### src/rtl/queue_pkg.sv
// Shared types and constants for the queue write-side front end.
package queue_pkg;

  localparam int DATA_W = 4;   // switch / queue word width
  localparam int DEPTH  = 8;   // queue depth, ceiling of the occupancy mirror
  localparam int CNT_W  = 4;   // occupancy mirror width, holds 0..DEPTH

  // Button-handling states: debounce the press, strobe once, wait for a clean release.
  typedef enum logic [2:0] {
    IDLE     = 3'd0,
    PRESS_DB = 3'd1,
    PUSH     = 3'd2,
    HOLD     = 3'd3,
    REL_DB   = 3'd4
  } state_t;

  // Width of a counter that has to reach n-1; never narrower than one bit.
  function automatic int dbc_width(input int n);
    return (n < 2) ? 1 : $clog2(n);
  endfunction

endpackage

### src/rtl/btn_sync.sv
// Two-flop synchronizer for the raw push button.
module btn_sync (
  input  logic clk,
  input  logic reset,
  input  logic d,
  output logic q
);

  logic meta;

  // Two stages give the first flop a full cycle to settle before q is used.
  always_ff @(posedge clk or negedge reset) begin
    if (!reset) begin
      meta <= 1'b0;
      q    <= 1'b0;
    end else begin
      meta <= d;
      q    <= meta;
    end
  end

endmodule

### src/rtl/queue_writer.sv
// Write-side front end: one debounced press becomes one write strobe, with
// overflow tracking under backpressure and an occupancy mirror of the queue.
module queue_writer
  import queue_pkg::*;
#(
  parameter int DB_CYCLES = 16
) (
  input  logic              clk,
  input  logic              reset,
  input  logic              btn,
  input  logic [DATA_W-1:0] data_in,
  input  logic              q_full,
  input  logic              q_pop,
  input  logic              clr_ovf,
  output logic              wr_en,
  output logic [DATA_W-1:0] wr_data,
  output logic              overflow,
  output logic [CNT_W-1:0]  count,
  output logic              busy
);

  localparam int               DBC_W    = dbc_width(DB_CYCLES);
  localparam logic [DBC_W-1:0] DBC_LAST = DBC_W'(DB_CYCLES - 1);
  localparam logic [CNT_W-1:0] CNT_MAX  = CNT_W'(DEPTH);

  state_t           state;
  logic [DBC_W-1:0] dbc;
  logic             btn_s;

  btn_sync u_sync (
    .clk   (clk),
    .reset (reset),
    .d     (btn),
    .q     (btn_s)
  );

  // The strobe is a pure decode of PUSH so it can never last more than one cycle.
  assign wr_en = (state == PUSH) && !q_full;
  assign busy  = (state != IDLE);

  // Press/release FSM; dbc restarts on every state change, data is captured on entry to PUSH.
  always_ff @(posedge clk or negedge reset) begin
    if (!reset) begin
      state   <= IDLE;
      dbc     <= '0;
      wr_data <= '0;
    end else begin
      unique case (state)
        IDLE: begin
          if (btn_s) begin
            state <= PRESS_DB;
            dbc   <= '0;
          end
        end
        PRESS_DB: begin
          if (!btn_s) begin
            state <= IDLE;
            dbc   <= '0;
          end else if (dbc == DBC_LAST) begin
            state   <= PUSH;
            dbc     <= '0;
            wr_data <= data_in;
          end else begin
            dbc <= dbc + 1'b1;
          end
        end
        PUSH: begin
          state <= HOLD;
          dbc   <= '0;
        end
        HOLD: begin
          if (!btn_s) begin
            state <= REL_DB;
            dbc   <= '0;
          end
        end
        REL_DB: begin
          if (btn_s) begin
            state <= HOLD;
            dbc   <= '0;
          end else if (dbc == DBC_LAST) begin
            state <= IDLE;
            dbc   <= '0;
          end else begin
            dbc <= dbc + 1'b1;
          end
        end
        default: begin
          state <= IDLE;
          dbc   <= '0;
        end
      endcase
    end
  end

  // Occupancy mirror: a write and a pop in the same cycle cancel; clamps at 0 and DEPTH.
  always_ff @(posedge clk or negedge reset) begin
    if (!reset) begin
      count <= '0;
    end else if (wr_en && !q_pop) begin
      if (count != CNT_MAX) count <= count + 1'b1;
    end else if (q_pop && !wr_en) begin
      if (count != '0) count <= count - 1'b1;
    end
  end

  // Sticky drop flag; a drop in the same cycle as a clear leaves it set.
  always_ff @(posedge clk or negedge reset) begin
    if (!reset) begin
      overflow <= 1'b0;
    end else if (state == PUSH && q_full) begin
      overflow <= 1'b1;
    end else if (clr_ovf) begin
      overflow <= 1'b0;
    end
  end

endmodule
### config.mk
export PLATFORM = sky130hd
export DESIGN_NAME = queue_writer
export DESIGN_NICKNAME = d
export VERILOG_FILES = /design/src/rtl/queue_pkg.sv /design/src/rtl/btn_sync.sv /design/src/rtl/queue_writer.sv
export SDC_FILE = /design/constraint.sdc
export NUM_CORES = 1
export LEC_CHECK = 0
export ABC_AREA = 1
export CORE_MARGIN = 8
export CORE_UTILIZATION = 60
export CTS_BUF_LIST = sky130_fd_sc_hd__clkbuf_4
export CTS_CLUSTER_DIAMETER = 200
export DETAILED_ROUTE_END_ITERATION = 10
export DONT_BUFFER_PORTS = 1
export PLACE_DENSITY = 0.76
export RECOVER_POWER = 100
export SKIP_CTS_REPAIR_TIMING = 1
export SYNTH_ARGS = -nofsm -noshare
export SYNTH_HDL_FRONTEND = slang
export SYNTH_SLANG_ARGS = --single-unit
### constraint.sdc
create_clock -name clk -period 2.03 [get_ports clk]
set_input_delay 0.5075 -clock clk [delete_from_list [all_inputs] [get_ports clk]]
set_output_delay 0.5075 -clock clk [all_outputs]
set_load 0.01 [all_outputs]
# After elaboration in Yosys (flattened, before gate mapping)

Cells that the tools add are included.
W data, S select, Z words.

Word-level logic and storage cells: 57
Register bits after elaboration: 18
Output and inout port bits: 11
Input port bits: 10

Add/sub/neg operators: 3
Multiplexer cells: 19
Reductions and logical operators: 17
Equal/unequal tests: 11

Operator list:

| cell                  | number |
|---|---|
| $mux W4               | 9 |
| $mux W3               | 6 |
| $pmux W4 S4           | 1 |
| $pmux W3 S5           | 1 |
| $add A4 B1 Y4 const B | 2 |
| $eq A3 B2 Y1 const B  | 2 |
| $reduce_and A3 Y1     | 2 |
| $reduce_bool A2 Y1    | 3 |
| $eq A4 B4 Y1 const B  | 1 |
| $logic_and A1 B1 Y1   | 4 |
| $ne A2 B1 Y1 const B  | 2 |
| $ne A4 B4 Y1 const B  | 1 |
| $reduce_and A4 Y1     | 1 |
| $reduce_bool A4 Y1    | 1 |
| $sub A4 B1 Y4 const B | 1 |
| $eq A3 B1 Y1 const B  | 1 |
| $eq A3 B3 Y1 const B  | 1 |
| $logic_not A1 Y1      | 3 |
| $logic_not A3 Y1      | 1 |
| $ne A3 B2 Y1 const B  | 1 |
| $ne A3 B3 Y1 const B  | 1 |
| $reduce_bool A3 Y1    | 1 |
| $mux W1               | 2 |
| $ne A2 B2 Y1 const B  | 1 |
| $reduce_and A2 Y1     | 1 |

# Depth between registers and ports, before layout

Depth after elaboration: 6
Depth in mapped cells: 13
Mapped depth without buffers: 12

# Hierarchy

A second synthesis with hierarchy kept.

Cells, all modules: 130
Area, all modules: 1008.5 um^2

Modules (own cells, without submodules):

| module       | cells each | area an instance (um^2) | times used |
|---|---|---|---|
| queue_writer | 128        | 958.4                   | 1 |
| btn_sync     | 2          | 50.0                    | 1 |

# Worst setup path before layout

No wires, ideal clock.

Path type: reg2reg
From: reg state[0]
To: reg count[3]
Data arrival time: 1.928 ns
Slack: -0.015 ns
Data required time: 1.913 ns
Cell stages (with the launch flop): 14
Cell sequence: dfrtp_1 > buf_6 > nor2_2 > nand2_1 > nor2_1 > ha_1 > inv_1 > ha_1 > a21oi_1 > nand2_1 > nand2_1 > nand2_1 > nand2_1 > nand2_1

Cells in the longest elaborated chain, start to end: 6
Elaborated cells on any way between the ends: 10
Those cells by class: eq/ne: 2; mux: 1; reduce/logical: 7

Ends and longest elaborated chain:

| what                         | line                | text |
|---|---|---|
| from (decl)                  | queue_writer.sv:26  | `state_t state;` |
| from (signal assigned)       | queue_writer.sv:44  | `state <= IDLE;` |
| from (signal assigned)       | queue_writer.sv:51  | `state <= PRESS_DB;` |
| from (signal assigned)       | queue_writer.sv:57  | `state <= IDLE;` |
| $eq A3 B2 Y1 (*)             | queue_writer.sv:38  | `assign wr_en = (state == PUSH) && !q_full;` |
| $logic_and A1 B1 Y1 (*)      | queue_writer.sv:38  |  |
| named net wr_en              | queue_writer.sv:15  | `output logic wr_en,` |
| $logic_not A1 Y1             | queue_writer.sv:102 | `end else if (q_pop && !wr_en) begin` |
| $logic_and A1 B1 Y1          | queue_writer.sv:102 |  |
| $reduce_bool A2 Y1 (no line) | -                   |  |
| $reduce_and A3 Y1 (no line)  | -                   |  |
| to (signal assigned)         | queue_writer.sv:101 | `if (count != CNT_MAX) count <= count + 1'b1;` |
| to (signal assigned)         | queue_writer.sv:103 | `if (count != '0) count <= count - 1'b1;` |
| to (decl)                    | queue_writer.sv:18  | `output logic [CNT_W-1:0] count,` |

Mark *: on every way through the listed nets, which the timed path passes. The rest lies on a longest branch.
A chain may end at the register's enable or synchronous reset.

# Worst setup path in the final report

From: reg state[2]
To: reg count[2]

Cells in the longest elaborated chain, start to end: 6
Elaborated cells on any way between the ends: 10
Those cells by class: eq/ne: 2; mux: 1; reduce/logical: 7

Ends and longest elaborated chain:

| what                         | line |
|---|---|
| $eq A3 B2 Y1 (*)             | queue_writer.sv:38 |
| $logic_and A1 B1 Y1 (*)      | queue_writer.sv:38 |
| $logic_not A1 Y1             | queue_writer.sv:102 |
| $logic_and A1 B1 Y1          | queue_writer.sv:102 |
| $reduce_bool A2 Y1 (no line) | - |
| $reduce_and A3 Y1 (no line)  | - |

Mark *: on every way between the ends. The rest lies on a longest branch, timed or not.

==> results_dict.tcl <==
set metrics [dict create \
    crit_path_max_fanout 3 \
    coreArea_um2 1689 \
    antenna_found_initial 0 \
    final_cell_mix "nand2_1, dfrtp_1, inv_1, nand3_1" \
    power_frac_comb_pct 43.7 \
    setup_viol 0 \
    layout_commonest_cell "nand2_1" \
    synth_xor_area_share_pct 3.321 \
    drc_errors 0 \
    period_minus_slack_ns 1.845 \
    min_period_over_period_pct 90.89 \
    synth_seq_area_share_pct 42.70 \
    power_density_nw_per_um2 1231 \
    avgSynthCellArea_um2 8.717 \
    switching_share_pct 44.21 \
    drt-pass1-iter-count 4 \
    drive_gt1_share_pct 14.17 \
    yosys.area.top_type "dfrtp_1" \
    setup_tns_ns 0 \
    reg2reg_from "state[2]$_DFFE_PN0P_" \
    syn-cell-area_um2 1055 \
    antennaDiodeCount 0 \
    die_h_um 57.93 \
    die_width_um 57.93 \
    final_cell_area_um2 1084 \
    rows 15 \
    gp_routability_congestion 0.8679 \
    io-pin-count 21 \
    power.switching_mw 0.5898 \
    clk_pin_slew_ns 0.10 \
    finalHoldViolCount 0 \
    clkLatencyLatePin_ns 0.29 \
    grt_pass1_vias 794 \
    crit_required_ns 2.21 \
    relSlewSlack_pct 46.49 \
    status "completed" \
    power.share.clock_pct 13.4 \
    fin_util_pct 64.15 \
    fin_worst_skew_ns 0.0005775 \
    crit_type "reg -> reg" \
    min_from "btn" \
    synth_top_family_by_area "simple AND/OR/NAND/NOR gates" \
    power.static_leakage_nw 0.5766 \
    nets 143 \
    root_buffer "clkbuf_4" \
    synth-edff-count 0 \
    wl_per_cell_um 13.47 \
    cts.path.max_buffers 2 \
    hpwl_um 1494 \
    synth-main-ff-cell "dfrtp_1" \
    synth_fa_ha_area_share_pct 6.643 \
    initial_core_util_pct 62.44 \
    min_path_type "in -> reg" \
    synth_compound_area_share_pct 6.880 \
    intPower_mw 0.7442 \
    dieArea_um2 3355 \
    ir_worst_vdd_mv 0.9386 \
    postPlaceCellArea_um2 1079 \
    cts-htree-levels 1 \
    ys_warn_count 0 \
    yosysUniqueCellTypes 24 \
    cap_violations 0 \
    grt.overflow.total 0 \
    cts-buffers-inserted 3 \
    critPathArrivalTime_ns 2.02 \
    port_buffers 0 \
    synth-simple-area-share_pct 31.55 \
    synth_top_area_share_pct 42.70 \
    rr_worst_depth 8 \
    vias 795 \
    yosys-top-cells-area "dfrtp_1, nand2_1, nand3_1" \
    drt_iter0_drc 15 \
    clock_sinks 18 \
    synth_cells 121 \
    synth.area.mux_share_pct 0 \
    vias_per_cell 5.521 \
    drt-total-wl_um 1939 \
    cts_tree "done" \
    postSynthRegisterBits 18 \
    worst_pin_slew_ns 0.8000 \
    clock.fmax_mhz 542.0 \
    total_power_mw 1.334 \
    critPathCaptureType "flip-flop" \
    critPathLaunchType "flip-flop" \
    hold_path_depth 0 \
    globalRouteTotalUtil_pct 12.61 \
    ant_nets 0 \
    grt_pass1_wl_um 3339 \
    timing.critical_path.from "state[2]$_DFFE_PN0P_" \
    seq_power_share_pct 42.8 \
    synthArstFlopShare_pct 100.0 \
    area_growth_pct 2.728 \
    grt_max_degree 19 \
    rsz0062_at_grt "false" \
    syn-num-nets 136 \
    slew_violations 0 \
]
power groups by stage:
stage	sequential [mW]	clock [mW]	combinational [mW]
global route	0.585	0.202	0.670
global placement	0.569	0	0.601
detailed placement	0.571	0	0.623
floorplan	0.543	0	0.528
finish	0.571	0.179	0.583
CTS	0.564	0.183	0.628
final timing paths:
| kind | to | slack (ns) |
|---|---|---|
| max | count[2]$_DFFE_PN0P_ | 0.18 |
| min | u_sync.meta$_DFF_PN0_ | 0.24 |
| max reg2reg | count[2]$_DFFE_PN0P_ | 0.18 |
| min reg2reg | u_sync.q$_DFF_PN0_ | 0.37 |
| max in group asynchronous | dbc[2]$_DFFE_PN0P_ | 0.80 |
| min in group asynchronous | count[3]$_DFFE_PN0P_ | 0.74 |
registers in the layout, indices dropped and copies added, names as in the netlist:
| register | flops |
|---|---|
| count | 4 |
| dbc | 4 |
| wr_data | 4 |
| state | 3 |
| overflow | 1 |
| u_sync.meta | 1 |
| u_sync.q | 1 |
synthesized netlist by cell type (all sizes together), types with 2 or more instances:
cell type  number
nor2            5
nand3          16
xnor2           2
o21ai          11
a21oi           2
xor2            2
nand4           5
buf             3
dfrtp          18
inv            17
ha              4
nand2          35
cell families (layout without fill, tap and decap cells):
kind of cell,after synthesis,in the layout
AOI/OAI and AO/OA,13,13
xor gates and xnor gates,4,4
adders and majority gates,5,5
buffers and inverters,20,26
DFF,18,18
and+or+nand+nor,61,61
final cells by class:
type | instances | area, um^2
fill | 143 | 605.6
multi-input combinational | 83 | 489.2
sequential | 18 | 450.4
inverter | 17 | 63.81
timing repair buffer | 5 | 32.53
clock buffer | 3 | 22.52
tap | 17 | 21.27
clock inverter | 1 | 3.754
metal layers:
layer	vias to the layer above	track usage, %	part of all wire (%)
li1	399	-	-
met1	375	14.95	46
met2	19	19.90	47
met3	2	4.194	5.5
met4	0	6.294	0.67
met5	-	0	0
metrics by stage:
step,instances,setup slack [ns],hold WS [ns]
2_1_floorplan,121,0.05381,0.2119
3_3_place_gp,139,0.1745,0.2125
3_5_place_dp,139,0.08577,0.2125
4_1_cts,143,0.06385,-0.1082
5_1_grt,144,0.01710,0.2091
6_report,144,0.1850,0.2363
worst max-delay path, cell delays in order (launching register included):
cell and delay (ns):
dfrtp_1 0.42, nor2_4 0.13, nand2_1 0.08, nor2_2 0.11
ha_1 0.19, inv_1 0.11, fa_1 0.40, xnor2_1 0.19
o21ai_0 0.11
No activity file was read; power rests on OpenSTA's default activity.
